### src/rtl/mux_16_pkg.sv
// Shared constants and the lane-slicing helper for the 16:1 registered selector.
// Used by the mux tree and by any model that needs the same slicing rule.
package mux_16_pkg;

    localparam int N_IN  = 16;
    localparam int SEL_W = 4;
    localparam int W_MAX = 64;

    // Returns lane s of a packed bus whose lanes are w bits wide (lane 0 in the LSBs).
    // The shift by s keeps an unknown select visible as X instead of folding it to a lane.
    function automatic logic [W_MAX-1:0] lane(
        input logic [N_IN*W_MAX-1:0] a,
        input logic [SEL_W-1:0]      s,
        input int                    w
    );
        logic [N_IN*W_MAX-1:0] shifted;
        logic [W_MAX-1:0]      mask;
        shifted = a >> (s * w);
        mask    = {W_MAX{1'b1}} >> (W_MAX - w);
        return W_MAX'(shifted) & mask;
    endfunction

endpackage

### src/rtl/mux_16_tree.sv
// Purely combinational 16:1 selector built as a balanced tree of 2:1 muxes.
// Level 0 is steered by s[0], level 3 by s[3].
module mux_16_tree
    import mux_16_pkg::*;
#(
    parameter int W = 1
) (
    input  logic [N_IN*W-1:0] a,
    input  logic [SEL_W-1:0]  s,
    output logic [W-1:0]      y
);

    logic [N_IN*W_MAX-1:0] a_ext_s;
    logic [W-1:0]          leaf_s [N_IN];
    logic [W-1:0]          l1_s   [8];
    logic [W-1:0]          l2_s   [4];
    logic [W-1:0]          l3_s   [2];

    // Zero-extend the lanes to the helper's widest bus and split them into leaves.
    always_comb begin
        a_ext_s = '0;
        a_ext_s[N_IN*W-1:0] = a;
        for (int k = 0; k < N_IN; k++) begin
            leaf_s[k] = W'(lane(a_ext_s, SEL_W'(k), W));
        end
    end

    // Four mux levels, LSB of the select nearest the leaves.
    always_comb begin
        for (int k = 0; k < 8; k++) begin
            l1_s[k] = s[0] ? leaf_s[2*k+1] : leaf_s[2*k];
        end
        for (int k = 0; k < 4; k++) begin
            l2_s[k] = s[1] ? l1_s[2*k+1] : l1_s[2*k];
        end
        for (int k = 0; k < 2; k++) begin
            l3_s[k] = s[2] ? l2_s[2*k+1] : l2_s[2*k];
        end
        y = s[3] ? l3_s[1] : l3_s[0];
    end

endmodule

### src/rtl/mux_16.sv
// 16:1 lane selector with a registered, enable-gated output.
// y reflects lane[s] sampled at the previous rising edge; no combinational path from a/s to y.
module mux_16
    import mux_16_pkg::*;
#(
    parameter int W = 1
) (
    input  logic              clk,
    input  logic              rst_n,
    input  logic [N_IN*W-1:0] a,
    input  logic [SEL_W-1:0]  s,
    input  logic              en,
    output logic [W-1:0]      y
);

    logic [W-1:0] sel_s;
    logic [W-1:0] y_r;

    mux_16_tree #(
        .W (W)
    ) u_tree (
        .a (a),
        .s (s),
        .y (sel_s)
    );

    // Output register: async clear, capture the selected lane only when enabled.
    always_ff @(posedge clk or negedge rst_n) begin
        if (!rst_n) begin
            y_r <= '0;
        end else if (en) begin
            y_r <= sel_s;
        end else begin
            y_r <= y_r;
        end
    end

    assign y = y_r;

endmodule

### config.mk
export PLATFORM = sky130hd
export DESIGN_NAME = mux_16
export DESIGN_NICKNAME = d
export VERILOG_FILES = /design/src/rtl/mux_16_pkg.sv /design/src/rtl/mux_16_tree.sv /design/src/rtl/mux_16.sv
export SDC_FILE = /design/constraint.sdc
export NUM_CORES = 1
export LEC_CHECK = 0
export CELL_PAD_IN_SITES_DETAIL_PLACEMENT = 1
export CELL_PAD_IN_SITES_GLOBAL_PLACEMENT = 1
export CORE_UTILIZATION = 13
export DETAILED_ROUTE_END_ITERATION = 16
export PLACE_DENSITY_LB_ADDON = 0.1
export SKIP_CTS_REPAIR_TIMING = 1
export SYNTH_ARGS = -nofsm -noshare
export SYNTH_HDL_FRONTEND = slang
export SYNTH_HIERARCHICAL = 1
export SYNTH_SLANG_ARGS = --single-unit
### constraint.sdc
create_clock -name clk -period 0.8 [get_ports clk]
set_input_delay 0.16 -clock clk [delete_from_list [all_inputs] [get_ports clk]]
set_output_delay 0.16 -clock clk [all_outputs]
set_load 0.03 [all_outputs]
==> impl_metrics.toml <==
[die]
initial_core_util_pct = 15.0
die_area_um2 = 1500
num_rows = 12
design.core.area_um2 = 1170
top_level_ports = 24
die_w_um = 38.7
dieHeight_um = 38.7

[run_status]
violated_checks = "negative setup slack"
result_of_the_run = "complete, but fails checks"

[run]
cap_violations = 0

[finish]
num-fill-cells = 136
final-instance-count-excl-fill = 46
finish.net_count = 57
most_frequent_standard_cell_in_the_layout_excluding_fill_and_tap_cells = "dlymetal6s2s_1"
antenna_cells = 0
synthesis_to_layout_area_growth_pct = 153
fraction_of_final_layout_cells_sized_beyond_drive_strength_1_pct = 28.1
mostFrequentLayoutCells = "dlymetal6s2s_1, clkdlybuf4s50_1, mux4_2, mux2i_1, clkbuf_2"
largest_register_ffs = 1

[setup_path]
r2r_start = "y"
timing.critical_path.required_ns = 0.67
crit_fanout = 1
worst_r2r_path_depth = 1
worstSetupStartpointType = "input pin"
setup.worst_path.class = "input pin to flip-flop"
data_arrival_time_of_the_critical_path_ns = 1.23
rr_endpoint = "y"
worst_r2r_setup_slack_ns = 0.05
crit_path_end_kind = "flip-flop"

[timing]
final_critical_path_setup_slack_ns = -0.555
timing_hold_violations_final = 0
final.setup_skew_ns = 0
worst_slew_pin_slew_ns = 0.218
layout_worst_path_cycle_share_pct = 169
report.final.slew_viol_count = 0
timing.final.crit_period_ns = 1.35
unrepaired_setup_endpoints_after_global_routing = "true"
timing.max_slew.rel_slack_pct = 85.4
max_fclk_mhz = 738
tns_ns = -0.555
setup_viol = 1

[power]
peakVddDrop_v = 0.000152
post-layout-total-power_uw = 283
p_per_area_nw_per_um2 = 639
power_leakage_nw = 0.297

[global_route]
antenna_violations_before_repair = 0
global_route.usage.total_pct = 11.4
global_route.peak_usage_layer = "met2"
grt_start_max_net_pins = 5
global_route.usage.met3_pct = 4.05
met1_usage_pct = 11.0
overflow = 0
global_route_wire_length_before_repair_mm = 1.12
grt_pass1_vias = 242
grt_util_met2_pct = 23.8

[synthesis]
syn-instance-count = 9
syn-mean-instance-area_um2 = 19.5
yosys_register_bits = 1
synth_area_um2 = 175
number_of_library_cell_types_mapped_by_synthesis = 4
yosysSeqAreaShare_pct = 14.3
synth_fp_nets = 32
yosys_warn_count = 6

[placed_design]
routabilityCongestion = 0.588
io_buf_count = 23
place_inst = 46
post-dp-hpwl_um = 675

[cts]
cts.clk_slew.worst_paths_ns = 0
clk-insertion-delay-late_ns = 0

[routing]
drt_iter0_drc = 0
vias_per_cell = 4.24
drcViolationCount = 0
routed-via-count = 195
detail_route.wirelength_um = 737
detail-route-antenna-nets = 0
first_pass_iters = 1
route.detailed.wl_per_inst_um = 16.0

[min_path]
hold_class = "input pin to asynchronous set/reset pin"
## metal layers
metal / share of wire (%) / wire length [um]
met1: 36 / 263
met2: 49 / 363
met3: 15 / 111
met4: 0 / 0
met5: 0 / 0
## logic make-up after synthesis
logic type and synth area share, %:
muxes 85.7, DFF 14.3
## critical path, cell delays in order
cell,delay [ns]
dlymetal6s2s_1,0.12
mux4_2,0.47
mux2i_1,0.14
mux2i_1,0.08
mux2_4,0.26
## how the worst max path moves through the flow
| stage | slack, ns | from | to |
|---|---|---|---|
| after floorplan | -0.40 | s[0] | y |
| after global placement | -1.15 | s[0] | y |
| after detailed placement | -1.18 | s[0] | y |
| after CTS | -1.18 | s[0] | y |
| after global routing | -0.64 | s[0] | y |
| final | -0.55 | a[3] | y |
## power by group
group | internal, mW | switching (mW) | leakage (nW)
Sequential | 0.0617 | 0.00507 | 0.0117
Combinational | 0.149 | 0.0669 | 0.285
Clock | 0 | 0 | 0
Total | 0.211 | 0.0720 | 0.297
## area by class of cell
class	count	area, um2	area share (%)
multi-input cells	8	135	30.5
well taps	14	17.5	3.95
repair buffers	23	265	59.9
flip-flops and latches	1	25.0	5.65
## synthesized netlist by cell type
library cell  number  area (um2)
mux4_1             4         105
mux2i_1            3        30.0
dfrtp_1            1        25.0
mux2_4             1        15.0
## through the flow
step / area (um2) / hold WS, ns / utilization, % / setup slack [ns]
after detailed placement: 405 / 0.314 / 34.6 / -1.18
after floorplan: 160 / -0.136 / - / -0.397
after CTS: 405 / 0.316 / 34.6 / -1.18
after global placement: 405 / 0.311 / 34.6 / -1.15
final: 443 / 0.314 / 37.8 / -0.555
after global routing: 443 / 0.327 / 37.8 / -0.642
(Power assumes the default switching activity.)
